$ cat config.mk
export PLATFORM = sky130hd
export DESIGN_NAME = csa_accum
export DESIGN_NICKNAME = d
export VERILOG_FILES = /design/src/rtl/csa_accum_pkg.sv /design/src/rtl/csa32.sv /design/src/rtl/csa_accum_cpa_slice.sv /design/src/rtl/csa_accum.sv
export SDC_FILE = /design/constraint.sdc
export NUM_CORES = 1
export LEC_CHECK = 0
export CORE_MARGIN = 2
export CORE_UTILIZATION = 40
export DETAILED_ROUTE_END_ITERATION = 8
export GPL_TIMING_DRIVEN = 0
export MAX_ROUTING_LAYER = met4
export PLACE_DENSITY = 0.64
export RECOVER_POWER = 100
export SETUP_SLACK_MARGIN = 0.05
export SLEW_MARGIN = 20
export SYNTH_ARGS = -nofsm -noshare
export SYNTH_HDL_FRONTEND = slang
export SYNTH_SLANG_ARGS = --single-unit
$ cat constraint.sdc
create_clock -name clk -period 4.4 [get_ports clk]
set_input_delay 0.88 -clock clk [delete_from_list [all_inputs] [get_ports clk]]
set_output_delay 0.88 -clock clk [all_outputs]
set_load 0.005 [all_outputs]
$ cat src/rtl/csa_accum_pkg.sv
// Shared types and elaboration helpers for the carry-save packet accumulator.
// Width arithmetic lives here so the top and any future wrappers agree on it.
package csa_accum_pkg;

    localparam int DEF_DW = 16;
    localparam int DEF_AW = 32;
    localparam int DEF_SW = 8;

    typedef enum logic [1:0] {
        ACC = 2'd0,
        RES = 2'd1,
        OUT = 2'd2
    } state_t;

    // Number of carry-propagate slices needed to resolve an AW-bit pair.
    function automatic int ns_of(input int aw, input int sw);
        return aw / sw;
    endfunction

    // Slice index width; never narrower than one bit so NS=1 still builds.
    function automatic int idx_w_of(input int ns);
        return (ns > 1) ? $clog2(ns) : 1;
    endfunction

    function automatic bit width_ok(input int dw, input int aw);
        return (aw >= dw) && (dw > 0);
    endfunction

    function automatic bit slice_ok(input int aw, input int sw);
        return (sw > 0) && (sw <= aw) && ((aw % sw) == 0);
    endfunction

endpackage

$ cat src/rtl/csa32.sv
// 3:2 carry-save compressor: three operands in, redundant sum/carry out.
// The carry vector is pre-shifted; the bit leaving the MSB is dropped (mod 2^DW).
module csa32 #(
    parameter int DW = 32
) (
    input  logic [DW-1:0] a_i,
    input  logic [DW-1:0] b_i,
    input  logic [DW-1:0] c_i,
    output logic [DW-1:0] sum_o,
    output logic [DW-1:0] carry_o
);

    logic [DW-1:0] maj;

    assign sum_o   = a_i ^ b_i ^ c_i;
    assign maj     = (a_i & b_i) | (a_i & c_i) | (b_i & c_i);
    assign carry_o = maj << 1;

endmodule

$ cat src/rtl/csa_accum_cpa_slice.sv
// SW-bit ripple adder with carry in/out; one slice of the multi-cycle resolve.
module cpa_slice #(
    parameter int SW = 8
) (
    input  logic [SW-1:0] a_i,
    input  logic [SW-1:0] b_i,
    input  logic          cin_i,
    output logic [SW-1:0] sum_o,
    output logic          cout_o
);

    assign {cout_o, sum_o} = {1'b0, a_i} + {1'b0, b_i} + {{SW{1'b0}}, cin_i};

endmodule

$ cat src/rtl/csa_accum.sv
// Streaming packet accumulator: carry-save accumulate, then a sliced
// multi-cycle carry-propagate resolve, then a valid/ready result.
module csa_accum
    import csa_accum_pkg::*;
#(
    parameter int DW = DEF_DW,
    parameter int AW = DEF_AW,
    parameter int SW = DEF_SW
) (
    input  logic          clk,
    input  logic          rst,
    input  logic          in_valid,
    output logic          in_ready,
    input  logic [DW-1:0] in_data,
    input  logic          in_last,
    output logic          out_valid,
    input  logic          out_ready,
    output logic [AW-1:0] out_data,
    output logic [1:0]    dbg_state_o
);

    localparam int NS = ns_of(AW, SW);
    localparam int IW = idx_w_of(NS);

    generate
        if (!width_ok(DW, AW)) begin : g_bad_aw
            $error("csa_accum: AW must be >= DW");
        end
        if (!slice_ok(AW, SW)) begin : g_bad_sw
            $error("csa_accum: AW must be a multiple of SW");
        end
    endgenerate

    // Handshake: a word moves when in_valid & in_ready, the result moves when
    // out_valid & out_ready. Both readies/valids are pure decodes of state_q,
    // so out_ready never reaches in_ready combinationally.
    state_t        state_q, state_d;
    logic [AW-1:0] s_q, s_d;
    logic [AW-1:0] c_q, c_d;
    logic [AW-1:0] res_q, res_d;
    logic [IW-1:0] idx_q, idx_d;
    logic          cin_q, cin_d;

    logic [AW-1:0] word_ext;
    logic [AW-1:0] csa_sum;
    logic [AW-1:0] csa_carry;
    logic [SW-1:0] sl_s;
    logic [SW-1:0] sl_c;
    logic [SW-1:0] sl_sum;
    logic          sl_cout;
    logic          accept;
    logic          xfer;

    assign word_ext    = AW'(in_data);
    assign in_ready    = (state_q == ACC);
    assign out_valid   = (state_q == OUT);
    assign out_data    = res_q;
    assign dbg_state_o = state_q;
    assign accept      = in_valid & in_ready;
    assign xfer        = out_valid & out_ready;

    csa32 #(
        .DW (AW)
    ) u_csa (
        .a_i     (s_q),
        .b_i     (c_q),
        .c_i     (word_ext),
        .sum_o   (csa_sum),
        .carry_o (csa_carry)
    );

    // One shared slice adder; the operands are picked by the slice index.
    assign sl_s = s_q[idx_q*SW +: SW];
    assign sl_c = c_q[idx_q*SW +: SW];

    cpa_slice #(
        .SW (SW)
    ) u_cpa (
        .a_i    (sl_s),
        .b_i    (sl_c),
        .cin_i  (cin_q),
        .sum_o  (sl_sum),
        .cout_o (sl_cout)
    );

    always_comb begin
        state_d = state_q;
        s_d     = s_q;
        c_d     = c_q;
        res_d   = res_q;
        idx_d   = idx_q;
        cin_d   = cin_q;
        case (state_q)
            ACC: begin
                if (accept) begin
                    s_d = csa_sum;
                    c_d = csa_carry;
                    if (in_last) begin
                        state_d = RES;
                        idx_d   = '0;
                        cin_d   = 1'b0;
                    end
                end
            end
            RES: begin
                res_d[idx_q*SW +: SW] = sl_sum;
                cin_d = sl_cout;
                idx_d = idx_q + IW'(1);
                // Carry out of the top slice is the mod-2^AW overflow; dropped.
                if (idx_q == IW'(NS - 1)) begin
                    state_d = OUT;
                    idx_d   = '0;
                end
            end
            OUT: begin
                if (xfer) begin
                    state_d = ACC;
                    s_d     = '0;
                    c_d     = '0;
                    idx_d   = '0;
                    cin_d   = 1'b0;
                end
            end
            default: begin
                state_d = ACC;
            end
        endcase
    end

    always_ff @(posedge clk) begin
        if (rst) begin
            state_q <= ACC;
            s_q     <= '0;
            c_q     <= '0;
            res_q   <= '0;
            idx_q   <= '0;
            cin_q   <= 1'b0;
        end else begin
            state_q <= state_d;
            s_q     <= s_d;
            c_q     <= c_d;
            res_q   <= res_d;
            idx_q   <= idx_d;
            cin_q   <= cin_d;
        end
    end

endmodule

==> results of run 1 <==
==> synth_stat cells, types with 3 or more instances <==
| cell type | number | area share, % |
|---|---|---|
| ha_1 | 29 | 7.6 |
| clkbuf_1 | 18 | 1.4 |
| xnor2_1 | 3 | 0.55 |
| inv_1 | 6 | 0.47 |
| buf_2 | 9 | 0.95 |
| nor2_1 | 93 | 7.4 |
| nand2b_1 | 3 | 0.40 |
| mux4_2 | 15 | 7.1 |
| o21ai_1 | 4 | 0.42 |
| xor2_1 | 3 | 0.55 |
| dfxtp_1 | 100 | 42 |
| o21ai_0 | 8 | 0.84 |
| nand3b_1 | 11 | 1.7 |
| nand2_1 | 5 | 0.40 |
| fa_1 | 17 | 7.2 |
| a21oi_1 | 8 | 0.84 |
| a22oi_1 | 89 | 14 |
==> report_power, final <==
part	switching (mW)	internal [mW]	leakage, nW
Clock	0.351	0.473	0.148
Combinational	0.133	0.0914	1.34
Sequential	0.0230	0.925	0.809
Total	0.507	1.49	2.29
==> layer usage <==
metal	track usage [%]	vias to the layer above	wire, µm
li1	-	1783	-
met5	-	-	0
met4	4.23	0	119
met3	5.20	10	776
met1	26.4	1870	5440
met2	33.4	111	5820
==> sequential cells by signal (all words and copies together) (netlist names) <==
name,flops
c_q,31
out_data,32
cin_q,1
idx_q,2
s_q,32
dbg_state_o,2
==> worst max-delay path: stages (launching register included) <==
cell and delay, ns:
dfxtp_1 0.41, clkbuf_1 0.43, clkbuf_1 0.54, mux4_2 0.43, fa_1 0.49, fa_1 0.43
a21oi_1 0.21, o21ai_0 0.13, a21o_1 0.22, xnor2_1 0.36, o21ai_0 0.16
==> placed cells by master (no fill, tap or decap), types with 3 or more instances in the layout <==
master	count
dfxtp_1	100
nor2_1	93
a22oi_1	89
dlygate4sd3_1	37
ha_1	29
clkbuf_1	26
clkdlybuf4s50_1	19
fa_1	17
mux4_2	15
o21ai_0	12
nand3b_1	11
clkbuf_16	9
a21oi_1	8
inv_1	6
nand2_1	6
xor2_1	3
nand2b_1	3
xnor2_1	3
==> how the worst max path moves through the flow <==
stage | start | end | slack, ns | depth (start not counted)
5_1_grt | idx_q[1]$_SDFFE_PP0P_ | out_data[14]$_SDFFE_PP0P_ | 0.14 | 12
3_5_place_dp | idx_q[1]$_SDFFE_PP0P_ | out_data[30]$_SDFFE_PP0P_ | 0.39 | 10
2_1_floorplan | idx_q[1]$_SDFFE_PP0P_ | out_data[14]$_SDFFE_PP0P_ | 1.29 | 10
3_3_place_gp | idx_q[1]$_SDFFE_PP0P_ | out_data[30]$_SDFFE_PP0P_ | 0.56 | 10
4_1_cts | idx_q[1]$_SDFFE_PP0P_ | out_data[30]$_SDFFE_PP0P_ | 0.37 | 10
6_report | idx_q[1]$_SDFFE_PP0P_ | out_data[30]$_SDFFE_PP0P_ | 0.45 | 10
==> logic make-up after synthesis <==
logic type | Yosys count | share of synthesized area (%)
adder cells (fa/ha/maj) | 46 | 14.8
multiplexers | 18 | 7.78
flip-flops | 100 | 42.2
buffers and inverters | 36 | 3.32
XOR/XNOR | 6 | 1.11
AND/OR/NAND/NOR | 128 | 13.3
AO/OA/AOI/OAI | 117 | 17.5
==> cell type report <==
class                           instances  area share [%]
Sequential cell                       100            34.9
Inverter                                6           0.393
Buffer                                 30            2.20
Multi-Input combinational cell        315            44.2
Tap cell                              143            3.12
Timing Repair Buffer                   56            9.78
Clock buffer                           11            4.41
Clock inverter                          5            1.03
==> run_results.csv, run 1 <==
group,metric,value,unit
finish,seq_area,2000,µm²
sta,tightest_slew,1.35,ns
place,place_area,5490,µm²
sta,period_needed,3.95,ns
clock_network,post_cts_buffers,0,
sta,whs,0.486,ns
sta,rsz0062_at_grt,"false",
job,drv_cap,0,
logic_synthesis,synth_cell_type_count,41,
hold_path,hold_depth,2,
route,drt_iter0_markers,297,
setup_path,worstSetupStartpointType,"register",
hold_path,holdPathEnd,"out_data[6]$_SDFFE_PP0P_",
power_and_ir_drop,total_power,2.00,mW
sta,final.setup_skew,0.00575,ns
logic_synthesis,synthesis.area,4750,µm²
finish,fin_area,5730,µm²
setup_path,rrSetupSlack,0.45,ns
logic_synthesis,synth_ff_type,"dfxtp_1",
finish,final_nets,585,
setup_path,worst_setup_path_end_kind,"register",
logic_synthesis,synthArstFlopShare,0,%
clock_network,clockBufferDepth,2,
die,start_util,41.2,%
setup_path,ff2ff_path_depth,10,
route,vias_per_cell,5.67,
logic_synthesis,synth_nets,518,
sta,layout_setup_ws,0.447,ns
logic_synthesis,synth_edf_count,0,
global_route,grt_overflow,0,
sta,finalSetupViolations,0,
global_route,antenna_found_initial,0,
route,drc_errors,8,
sta,finalSetupTns,0,ns
die,io_pins,57,
finish,instances_no_fill,666,
clock_network,cts_tree,"yes",
setup_path,crit_required,4.62,ns
sta,fmax,0.253,GHz
clock_network,cts_buffers,9,
hold_path,worst_hold_startpoint,"out_data[6]$_SDFFE_PP0P_",
route,drtPass1Iterations,7,
die,dieArea,12800,µm²
setup_path,path_max_fanout,10,
setup_path,r2r_start,"idx_q[1]$_SDFFE_PP0P_",
place,io_buffer_count,56,
finish,diodes,0,
clock_network,cts_resized,0,
global_route,grt_pass1_wl,19800,µm
finish,layout-drive-gt1-share,7.65,%
sta,final_hold_viol_count,0,
clock_network,clock-sinks,100,
setup_path,arrival,4.17,ns
route,wl_per_cell,18.2,µm
place,gp_congestion,0.821,
logic_synthesis,synth-seq-cells,100,
clock_network,ctsHoldBuffers,0,
clock_network,root_buffer,"clkbuf_16",
power_and_ir_drop,powerDensity,348,nW/µm²
sta,period_share,89.8,%
die,coreArea,11500,µm²
place,post-place-ws,0.386,ns
finish,fill_cells,1095,
route,vias,3774,
finish,fin_util,49.8,%
finish,area_growth,20.8,%
place,placedCellCount,650,
power_and_ir_drop,peakVddDrop,0.209,mV
finish,multi_input_area,2530,µm²
die,rows,39,
outcome,status,"finished with violations",
global_route,grt_max_degree,17,
setup_path,rr_endpoint,"out_data[30]$_SDFFE_PP0P_",
place,dpl.hpwl,8890,µm
power_and_ir_drop,p_leak,2.29,nW
logic_synthesis,ys_warn_count,0,
die,die_x,113,µm
sta,report.final.slew_viol_count,0,
logic_synthesis,ys_seq_area_share,42.2,%
route,ant_nets,0,
clock_network,clk_latency,0.35,ns
hold_path,hp-class,"register to register",
setup_path,crit_type,"register to register",
clock_network,clkSlewWorstSetupHoldPaths,0.07,ns
global_route,grt_pass1_vias,3781,
clock_network,cts-htree-levels,3,
route,wl,12200,µm
die,chipHeight,113,µm
global_route,grt_usage,20.6,%
outcome,violations,"design-rule violations",
logic_synthesis,syn_avg_cell_area,10.5,µm²
sta,slew_headroom,8.89,%
logic_synthesis,synth_cells,451,
Power figures use the tool's default switching activity.
==> run 2: changes to the inputs <==
- RECOVER_POWER: 100 -> 25
==> run_results.csv, run 2 (synthesis gave the netlist of run 1 again) <==
group,metric,value,unit
die,start_util,41.2,%
clock_network,root_buffer,"clkbuf_16",
setup_path,max_stage_delay,0.54,ns
global_route,grt_usage,20.6,%
job,drv_cap,0,
outcome,violations,"design-rule violations",
clock_network,cts_buffers,9,
setup_path,crit_start,"idx_q[1]$_SDFFE_PP0P_",
route,drt_iter0_markers,319,
finish,layout_commonest_cell,"dfxtp_1",
setup_path,cp_slowest_cell,"buf_1",
clock_network,clockBufferDepth,2,
global_route,grt_max_degree,17,
global_route,antenna_found_initial,0,
die,coreArea,11500,µm²
route,vias,3789,
hold_path,hp-class,"register to register",
finish,multi_input_area,2590,µm²
finish,instances_no_fill,666,
finish,fill_cells,1081,
setup_path,arrival,4.19,ns
route,wl_per_cell,18.2,µm
setup_path,rrSetupSlack,0.42,ns
global_route,grt_overflow,0,
setup_path,path_depth,10,
clock_network,cts_resized,0,
setup_path,path_max_fanout,10,
setup_path,crit_end,"out_data[30]$_SDFFE_PP0P_",
power_and_ir_drop,p_leak,2.33,nW
route,ant_nets,0,
finish,final_nets,585,
sta,slew_headroom,54.2,%
setup_path,crit_required,4.62,ns
sta,period_needed,3.98,ns
setup_path,worst_setup_path_end_kind,"register",
setup_path,critPathTopFamily,"buffers and inverters",
setup_path,worstSetupStartpointType,"register",
finish,area_growth,22.1,%
setup_path,path_cells,"clkbuf_1 -> buf_1 -> mux4_2 -> fa_1 -> fa_1 -> a21oi_1 -> o21ai_0 -> a21o_1 -> xnor2_1 -> o21ai_0",
setup_path,ff2ff_path_depth,10,
power_and_ir_drop,powerDensity,346,nW/µm²
route,drc_errors,8,
place,placedCellCount,650,
sta,finalSetupTns,0,ns
power_and_ir_drop,peakVddDrop,0.209,mV
clock_network,clkSlewWorstSetupHoldPaths,0.07,ns
clock_network,cts_tree,"yes",
route,drtPass1Iterations,7,
sta,report.final.slew_viol_count,0,
finish,seq_area,2000,µm²
finish,layout-drive-gt1-share,9.94,%
finish,fin_util,50.3,%
die,die_x,113,µm
place,io_buffer_count,56,
die,rows,39,
place,gp_congestion,0.821,
clock_network,clock-sinks,100,
setup_path,cp_num_buf_inv,2,
finish,diodes,0,
finish,final_cell_mix,"100 x dfxtp_1, 93 x nor2_1, 89 x a22oi_1, 34 x dlygate4sd3_1, 29 x ha_1",
sta,final_hold_viol_count,0,
clock_network,post_cts_buffers,0,
global_route,grt_pass1_vias,3781,
sta,period_share,90.4,%
clock_network,cts-htree-levels,3,
sta,final.setup_skew,0.00677,ns
clock_network,ctsHoldBuffers,0,
setup_path,rr_endpoint,"out_data[30]$_SDFFE_PP0P_",
die,chipHeight,113,µm
die,io_pins,57,
sta,rsz0062_at_grt,"false",
route,vias_per_cell,5.69,
place,dpl.hpwl,8890,µm
sta,tightest_slew,0.688,ns
setup_path,r2r_start,"idx_q[1]$_SDFFE_PP0P_",
outcome,status,"finished with violations",
sta,fmax,0.251,GHz
clock_network,clk_latency,0.35,ns
setup_path,crit_type,"register to register",
global_route,grt_pass1_wl,19800,µm
sta,finalSetupViolations,0,
route,wl,12100,µm
die,dieArea,12800,µm²
[run 2: worst min path at each step]
stage | slack, ns | from | depth (start not counted) | end
floorplan | 0.47 | out_data[23]$_SDFFE_PP0P_ | 2 | out_data[23]$_SDFFE_PP0P_
global placement | 0.46 | out_data[23]$_SDFFE_PP0P_ | 2 | out_data[23]$_SDFFE_PP0P_
detailed placement | 0.47 | out_data[6]$_SDFFE_PP0P_ | 2 | out_data[6]$_SDFFE_PP0P_
CTS | 0.48 | out_data[6]$_SDFFE_PP0P_ | 2 | out_data[6]$_SDFFE_PP0P_
global route | 0.51 | out_data[23]$_SDFFE_PP0P_ | 2 | out_data[23]$_SDFFE_PP0P_
finish | 0.47 | out_data[6]$_SDFFE_PP0P_ | 2 | out_data[6]$_SDFFE_PP0P_
[run 2: power breakdown]
| group | switching, mW | internal, mW |
|---|---|---|
| combinational | 0.136 | 0.0951 |
| sequential | 0.0235 | 0.925 |
| clock | 0.353 | 0.473 |
[run 2: metrics by stage]
step	power (mW)	setup WS, ns	area [µm²]	hold WS (ns)
2_1_floorplan	1.11	1.29	4750	0.470
3_3_place_gp	1.20	0.561	5490	0.464
3_5_place_dp	1.20	0.386	5490	0.471
4_1_cts	2.02	0.375	5800	0.482
5_1_grt	2.09	0.108	5800	0.508
6_report	2.01	0.423	5800	0.475
[run 2: cell type report]
type / instances / share of cell area (%)
plain buffers: 30 / 2.33
clock buffers: 11 / 4.36
clock inverters: 5 / 1.01
inverters: 6 / 0.389
multi-input cells: 315 / 44.6
flip-flops and latches: 100 / 34.5
well taps: 143 / 3.09
repair buffers: 56 / 9.67
[run 2: worst register-to-register path, stage by stage, from the launching register on]
cell and delay [ns]:
dfxtp_1 0.41, clkbuf_1 0.42, buf_1 0.54, mux4_2 0.43, fa_1 0.49, fa_1 0.43, a21oi_1 0.21, o21ai_0 0.13
a21o_1 0.22, xnor2_1 0.40, o21ai_0 0.17
[run 2: per-layer routing]
layer | part of all wire, % | wire length [µm] | track usage [%] | up-vias
met3 | 5.1 | 615 | 5.20 | 12
met4 | 1.1 | 138 | 4.23 | 0
met2 | 49 | 5890 | 33.4 | 97
li1 | - | - | - | 1785
met1 | 45 | 5500 | 26.4 | 1895
met5 | 0 | 0 | - | -
